**src/rtl/usb_ep_dbuf.sv**
```systemverilog
// ---------------------------------------------------------------------------
// usb_ep_dbuf
// Double-buffered (ping-pong) USB endpoint packet buffer. Two banks share one
// 32-bit-wide RAM; the bank index is the word-address MSB. The writer fills
// bank wb and commits it as a packet, and the reader drains bank rb and
// releases it. Each bank is either EMPTY or FULL.
//
// Ports
//   i_clk         single clock
//   i_rst_n       asynchronous active-low reset
//   i_wr_addr     word offset inside the current write bank (AWW bits)
//   i_wr_data     write data (WWIDTH bits)
//   i_wr_en       write strobe
//   i_wr_commit   close the current write bank as a packet
//   i_wr_len      packet byte length, sampled with i_wr_commit
//   o_wr_rdy      current write bank is free
//   i_rd_addr     word offset inside the current read bank (ARW bits)
//   i_rd_en       read strobe, data appears on o_rd_data one edge later
//   o_rd_data     registered read data, held while i_rd_en is low
//   o_rd_avail    current read bank holds a committed packet
//   o_rd_len      byte length of the current read packet (0 if none)
//   i_rd_release  free the current read bank
//   i_flush       synchronous discard of all packets
// ---------------------------------------------------------------------------
module usb_ep_dbuf #(
   parameter int WWIDTH  = 8,
   parameter int RWIDTH  = 32,
   parameter int BANK_AW = 6,
   localparam int AWW    = BANK_AW - $clog2(WWIDTH / 8),
   localparam int ARW    = BANK_AW - $clog2(RWIDTH / 8)
) (
   input  logic              i_clk,
   input  logic              i_rst_n,
   input  logic [AWW-1:0]    i_wr_addr,
   input  logic [WWIDTH-1:0] i_wr_data,
   input  logic              i_wr_en,
   input  logic              i_wr_commit,
   input  logic [BANK_AW:0]  i_wr_len,
   output logic              o_wr_rdy,
   input  logic [ARW-1:0]    i_rd_addr,
   input  logic              i_rd_en,
   output logic [RWIDTH-1:0] o_rd_data,
   output logic              o_rd_avail,
   output logic [BANK_AW:0]  o_rd_len,
   input  logic              i_rd_release,
   input  logic              i_flush
);

   localparam int RAM_WORDS = 1 << (BANK_AW - 1);
   localparam logic [BANK_AW:0] BANK_BYTES = {1'b1, {BANK_AW{1'b0}}};

   logic [31:0]        r_mem [0:RAM_WORDS-1];
   logic               r_wb;
   logic               r_rb;
   logic [1:0]         r_full;
   logic [BANK_AW:0]   r_len0;
   logic [BANK_AW:0]   r_len1;
   logic [31:0]        r_rdWord;

   logic [BANK_AW-2:0] w_wrWordAddr;
   logic [BANK_AW-2:0] w_rdWordAddr;
   logic [3:0]         w_byteEn;
   logic [31:0]        w_wrWord;
   logic               w_wrFire;
   logic               w_commitFire;
   logic               w_releaseFire;
   logic [1:0]         w_nextFull;
   logic [BANK_AW:0]   w_clipLen;

   assign o_wr_rdy   = ~r_full[r_wb];
   assign o_rd_avail = r_full[r_rb];
   assign o_rd_len   = o_rd_avail ? (r_rb ? r_len1 : r_len0) : '0;

   // Flush wins over any same-cycle write, commit or release.
   assign w_wrFire      = i_wr_en      & o_wr_rdy   & ~i_flush;
   assign w_commitFire  = i_wr_commit  & o_wr_rdy   & ~i_flush;
   assign w_releaseFire = i_rd_release & o_rd_avail & ~i_flush;
   assign w_clipLen     = (i_wr_len > BANK_BYTES) ? BANK_BYTES : i_wr_len;

   // Byte writes replicate the byte across all lanes and mask the others off.
   generate
      if (WWIDTH == 8) begin : g_wr8
         assign w_wrWordAddr = {r_wb, i_wr_addr[AWW-1:2]};
         assign w_byteEn     = 4'b0001 << i_wr_addr[1:0];
         assign w_wrWord     = {4{i_wr_data}};
      end else begin : g_wr32
         assign w_wrWordAddr = {r_wb, i_wr_addr};
         assign w_byteEn     = 4'b1111;
         assign w_wrWord     = i_wr_data;
      end
   endgenerate

   // Commit and release always target different banks, so both may land.
   always_comb begin
      w_nextFull = r_full;
      if (w_commitFire)  w_nextFull[r_wb] = 1'b1;
      if (w_releaseFire) w_nextFull[r_rb] = 1'b0;
   end

   // Bank bookkeeping.
   always_ff @(posedge i_clk or negedge i_rst_n) begin
      if (!i_rst_n) begin
         r_full <= 2'b00;
         r_wb   <= 1'b0;
         r_rb   <= 1'b0;
         r_len0 <= '0;
         r_len1 <= '0;
      end else if (i_flush) begin
         r_full <= 2'b00;
         r_wb   <= 1'b0;
         r_rb   <= 1'b0;
      end else begin
         r_full <= w_nextFull;
         if (w_commitFire) begin
            r_wb <= ~r_wb;
            if (r_wb) r_len1 <= w_clipLen;
            else      r_len0 <= w_clipLen;
         end
         if (w_releaseFire) r_rb <= ~r_rb;
      end
   end

   // Packet RAM has no reset, so it can map onto a block RAM.
   always_ff @(posedge i_clk) begin
      if (w_wrFire) begin
         for (int b = 0; b < 4; b++) begin
            if (w_byteEn[b]) r_mem[w_wrWordAddr][b*8 +: 8] <= w_wrWord[b*8 +: 8];
         end
      end
   end

   // The capture register loads only on i_rd_en, so o_rd_data holds its value
   // otherwise. A read of a word being written in the same cycle returns the
   // old contents.
   always_ff @(posedge i_clk or negedge i_rst_n) begin
      if (!i_rst_n)     r_rdWord <= '0;
      else if (i_rd_en) r_rdWord <= r_mem[w_rdWordAddr];
   end

   generate
      if (RWIDTH == 8) begin : g_rd8
         logic [1:0] r_lane;

         assign w_rdWordAddr = {r_rb, i_rd_addr[ARW-1:2]};

         // The lane is registered with the word, so the byte select matches
         // the captured data.
         always_ff @(posedge i_clk or negedge i_rst_n) begin
            if (!i_rst_n)     r_lane <= 2'b00;
            else if (i_rd_en) r_lane <= i_rd_addr[1:0];
         end

         assign o_rd_data = r_rdWord[r_lane*8 +: 8];
      end else begin : g_rd32
         assign w_rdWordAddr = {r_rb, i_rd_addr};
         assign o_rd_data    = r_rdWord;
      end
   endgenerate

endmodule

```
**config.mk**
```make
export PLATFORM = sky130hd
export DESIGN_NAME = usb_ep_dbuf
export DESIGN_NICKNAME = d
export VERILOG_FILES = /design/src/rtl/usb_ep_dbuf.sv
export SDC_FILE = /design/constraint.sdc
export NUM_CORES = 1
export LEC_CHECK = 0
export BUFFER_PORTS_ARGS = -buffer_cell sky130_fd_sc_hd__clkbuf_2
export CORE_MARGIN = 10
export CORE_UTILIZATION = 56
export DETAILED_ROUTE_END_ITERATION = 7
export GPL_ROUTABILITY_DRIVEN = 0
export PLACE_DENSITY = 0.75
export SLEW_MARGIN = 20
export SYNTH_ARGS = -nofsm -noshare
export SYNTH_HDL_FRONTEND = slang
export SYNTH_SLANG_ARGS = --single-unit
export TNS_END_PERCENT = 1
```
**constraint.sdc**
```tcl
create_clock -name i_clk -period 1.9 [get_ports i_clk]
set_input_delay 0.095 -clock i_clk [delete_from_list [all_inputs] [get_ports i_clk]]
set_output_delay 0.095 -clock i_clk [all_outputs]
set_load 0.005 [all_outputs]
```
======== Word level (Yosys, flattened, before mapping) ========
Memory sizes are Yosys's and may differ from the RTL's. A register that Yosys moved wholly into a read port is not among the register bits.
Cells that the tools add are included.
word-level totals
  bits in registers ....................... 18
  bits in writable memories ............... 1024
  input port bits ......................... 32
  logic and storage cells ................. 62
  memories kept ........................... 1
memory list
  name   words  bits a word  rd ports  clocked after Yosys merged registers in  wr ports  RTL line  source
  r_mem  32     32           1         1                                        1         52        logic [31:0] r_mem [0:RAM_WORDS-1];
operators by class
  $lt $le $gt $ge ......................... 5
  shifts and indexed selects .............. 1
  multiplexer cells ....................... 30
  bitwise logic cells ..................... 13
  reductions and logical operators ........ 7
operators with widths
  operator               number
  $mux W1                22
  $mux W7                3
  $gt A7 B7 Y1 const B   1
  $and A1 B1 Y1          6
  $mux W2                3
  $reduce_and A3 Y1      2
  $lt A1 B2 Y1 const B   2
  $not A1 Y1             4
  $reduce_bool A2 Y1     2
  $shl A1 B2 Y4 const A  1
  $and A2 B2 Y2          1
  $demux W1 S1           2
  $ge A1 B1 Y1 const B   2
  $logic_and A1 B1 Y1    2
  $not A2 Y2             1
  $or A2 B2 Y2           1
  $logic_not A1 Y1       1

======== Longest topological paths before layout ========
  depth in word-level cells ............... 9
  gate-level depth with buffers ........... 8
  gate-level depth less buffers ........... 5

======== Worst setup path after synthesis ========
OpenSTA, ideal clock, no wires.
  path kind ............................... reg-to-reg
  start point ............................. register r_full[1]
  end point ............................... memory r_mem[10][0] (enable)
  setup time .............................. 0.370 ns
  arrival ................................. 1.790 ns
  required time ........................... 1.530 ns
  setup slack ............................. -0.261 ns
  stages on the path, launching flop included .. 7
  path buffers ............................ 2
  clock period less this slack ............ 2.161 ns
  path through ............................ dfrtp_1 -> mux2i_1 -> nand3b_1 -> or3_1 -> clkbuf_1 -> clkbuf_1 -> nor2_1
between the ends
  word-level cells in the longest chain between the ends .. 7
ends and longest elaborated chain
  element                                     RTL line  source
  start: declaration                          55        logic [1:0] r_full;
  start signal: assignment                    113       r_full <= w_nextFull;
  $mux W1 (not written as such) (2 in a row)  70        assign o_wr_rdy = ~r_full[r_wb];
  $not A1 Y1                                  70
  via o_wr_rdy                                39        output logic o_wr_rdy,
  $and A1 B1 Y1 (2 in a row)                  75        assign w_wrFire = i_wr_en & o_wr_rdy & ~i_flush;
  $mux W1                                     125       if (w_wrFire) begin
  $mux W1 (not written as such)               127       if (w_byteEn[b]) r_mem[w_wrWordAddr][b*8 +: 8] <= w_wrWord[b*8 +: 8];
  end: declaration                            52
The timed path passes the listed nets, and every way through them passes these cells. The select of a mux whose other input is x is not followed.

======== Worst setup path in the final report ========
  start point ............................. register r_wb
  end point ............................... memory r_mem[24][3] (enable)
between the ends
  word-level cells in the longest chain between the ends .. 7
ends and longest elaborated chain
  element                                     RTL line  source
  start: declaration                          53        logic r_wb;
  start signal: assignment                    115       r_wb <= ~r_wb;
  $mux W1 (not written as such) (2 in a row)  70
  $not A1 Y1                                  70
  $and A1 B1 Y1 (2 in a row)                  75
  $mux W1                                     125
  $mux W1 (not written as such)               127
Parallel ways exist; a longest one is shown, timed or not. The select of a mux whose other input is x is not followed.

==> reports/metrics.cfg <==
[outcome]
outcome=complete, but fails checks
failed_checks=DRC, setup timing

[yosys]
yosys-top-cells-area=edfxtp_1 73%, mux2i_1 12%, a22oi_1 4.5%
synth.cell_area_sq_um=42300
synth_edf_count=1024
syn_nets=2468
dominantRegCellSynth=edfxtp_1
synth_seq_area_share=0.756
async_flop_share=0.0466
ys_types=34
yosys.area.top_type=edfxtp_1
synth_seq_cells=1074
synth_top_area_share=0.727
synth.avg_cell_area_sq_um=17.4
synthesis.instances=2436
ys.warnings.count=0

[floorplan]
dieArea_sq_um=86900
num_rows=100
coreArea_sq_um=74700
initial_core_util=0.566
die_h_um=295
io_pins=73
die_w_um=295

[sta]
maxSlewHeadroom=0.460
timing.clock.skew_ns=0.0304
highest_attainable_clock_frequency_mhz=470
period_minus_slack_ns=2.13
worst_slew_pin_tran_ns=0.810
timing.final.hold_violations=0
unrepaired_setup_endpoints_after_global_routing=yes
final_critical_path_setup_slack_ns=-0.229
fin_crit_sh=1.12
setup_viol_count_final=1033
maxSlewViolCount=0

[run]
cap_viol_max_count=0

[worst_hold_path]
hold_end=r_mem[9][31]$_DFFE_PP_
worstHoldPathCells=2
timing.hold.worst.class=input port to flop
min_from=i_wr_data[7]

[final_layout]
fraction_of_final_layout_cells_with_drive_strength_greater_than_1=0.239
postLayoutCoreUtil=0.681
area_delta_synth_final_pct=20.3
most_frequent_cells_in_the_layout=1024 x edfxtp_1, 520 x mux2i_1, 256 x a22oi_1
num-nets-final=2843
layout_commonest_cell=edfxtp_1

[setup_path]
path_delay_family=simple AND/OR/NAND/NOR gates
rr_endpoint=r_mem[24][3]$_DFFE_PP_
critPathCaptureType=flop
criticalPathCategory=flop to flop
reg2reg_setup_slack_ns=-0.23
startpoint_type=flop
path_max_fanout=12
reg2reg_depth=5
critical_path.reg2reg.startpoint=r_wb$_DFFE_PN0P_
path_buf_inv=1
critical-path-slowest-cell=or3_4
critical_path.cell_chain=mux2i_2 > nand3b_1 > or3_4 > buf_12 > nor2_4
cp_data_arrival_time_ns=2.47
critical_path_required_ns=2.24
timing.critical_path.depth=5
crit_path_max_incr_delay_ns=0.45

[global_route]
grtUsageMet3=0.0430
grt.total_usage=0.236
global_route.usage.met2=0.384
grt_first_pass_wirelength_mm=153
vias_in_the_first_global_route=24100
sum_of_overflow_across_all_layers_after_global_routing=0
grt_max_degree=129
gr-max-usage-layer=met2
global_route.usage.met1=0.321
grt_antenna_before_repair=4

[placed_design]
dp_worst_setup_slack_ns=-0.249
numPortBuffers=72
dp_hpwl_mm=64.5

[route]
vias=23900
wl_mm=104
first_pass_iters=8
avgRoutedWirePerCell_um=26.8
number_of_remaining_drc_errors=2
first_iter_violations=2846
postRouteAntennaNets=0
drt-vias-per-instance=6.17

[pwr]
pwr_density_cell_nw_per_um2=992
static-leakage-power_nw=18.0
ir_worst_vdd_uv=862

[clock_network]
clock_tree.root_cell=clkbuf_16
cts_tree=built
cts_buffers=105
h-tree-depth=3
clock_sinks=1074
clk_path_buf_depth=3
clkLatencyLatePin_ns=0.69
clkSlewWorstSetupHoldPaths_ns=0.06

==> worst max-delay path by stage <==
stage	startpoint	endpoint
3_5_place_dp	r_wb$_DFFE_PN0P_	r_mem[5][23]$_DFFE_PP_
3_3_place_gp	i_rd_addr[0]	o_rd_data[11]$_DFFE_PN0P_
6_report	r_wb$_DFFE_PN0P_	r_mem[24][3]$_DFFE_PP_
2_1_floorplan	r_full[1]$_DFF_PN0_	r_mem[10][0]$_DFFE_PP_
5_1_grt	r_wb$_DFFE_PN0P_	r_mem[24][3]$_DFFE_PP_
4_1_cts	r_wb$_DFFE_PN0P_	r_mem[24][3]$_DFFE_PP_
==> report_power, final <==
part	switching, mW	total (mW)	internal (mW)	leakage (nW)
Sequential	0.159	26.3	26.1	9.79
Combinational	1.94	3.27	1.34	6.46
Clock	8.73	20.9	12.2	1.72
Total	10.8	50.5	39.7	18.0
==> cell type report <==
| cell class | count | area (sq um) |
|---|---|---|
| Clock buffer | 128 | 2790 |
| Inverter | 4 | 15.0 |
| Sequential cell | 1074 | 32000 |
| Multi-Input combinational cell | 1207 | 9980 |
| Fill cell | 4527 | 23800 |
| Tap cell | 969 | 1210 |
| Timing Repair Buffer | 419 | 4180 |
| Antenna cell | 1 | 2.50 |
| Clock inverter | 70 | 726 |
==> synth_stat cells (all sizes together) (3+ instances only) <==
master / number
edfxtp: 1024
mux2i: 521
a22oi: 256
nor2: 139
a21oi: 132
buf: 83
clkbuf: 68
dfrtp: 50
nand2: 49
mux2: 34
nor4: 32
o21ai: 14
nand2b: 8
inv: 4
nor2b: 4
and3b: 3
nor3b: 3
==> flip-flops by register name, summed over array words and instances, names as in the netlist <==
signal     flops
o_rd_data     32
r_len1         7
r_mem       1024
r_len0         7
r_wb           1
r_rb           1
r_full         2
==> repair_timing <==
item,4_1_cts,5_1_grt
endpoints found under the hold margin,434,0
gates resized for setup,78,101
buffers inserted,7,0
gates cloned,2,0
endpoints found under the setup margin,1032,1045
pin swaps,12,26
hold buffers,26,0
==> cells by family (layout without fill, tap and decap cells) <==
group / after synthesis / count (layout) / synth area share
buffers and inverters: 155 / 621 / 0.0224
multiplexers: 555 / 555 / 0.132
AND/OR/NAND/NOR: 249 / 249 / 0.0260
flip-flops: 1074 / 1074 / 0.756
other: 0 / 1 / 0
AO/OA/AOI/OAI: 403 / 403 / 0.0629
==> metrics by stage <==
stage | cell area, sq um | hold WS [ns] | TNS, ns | power [mW] | std cells
5_1_grt | 50900 | 0.0893 | -208.65 | 51.8 | 3871
4_1_cts | 50500 | 0.0396 | -105.67 | 50.6 | 3871
2_1_floorplan | 42500 | -0.201 | -37.73 | 28.2 | 2436
3_5_place_dp | 46300 | 0.295 | -78.83 | 29.9 | 3638
6_report | 50900 | 0.0639 | -136.53 | 50.5 | 3872
3_3_place_gp | 46300 | 0.278 | -20.61 | 29.8 | 3638
==> layer usage <==
layer / part of all wire / routed length (um)
met1: 0.40 / 41500
met2: 0.48 / 50200
met3: 0.088 / 9150
met4: 0.027 / 2810
met5: 0.00038 / 39
Note: power is estimated with default switching activity, not from simulation.
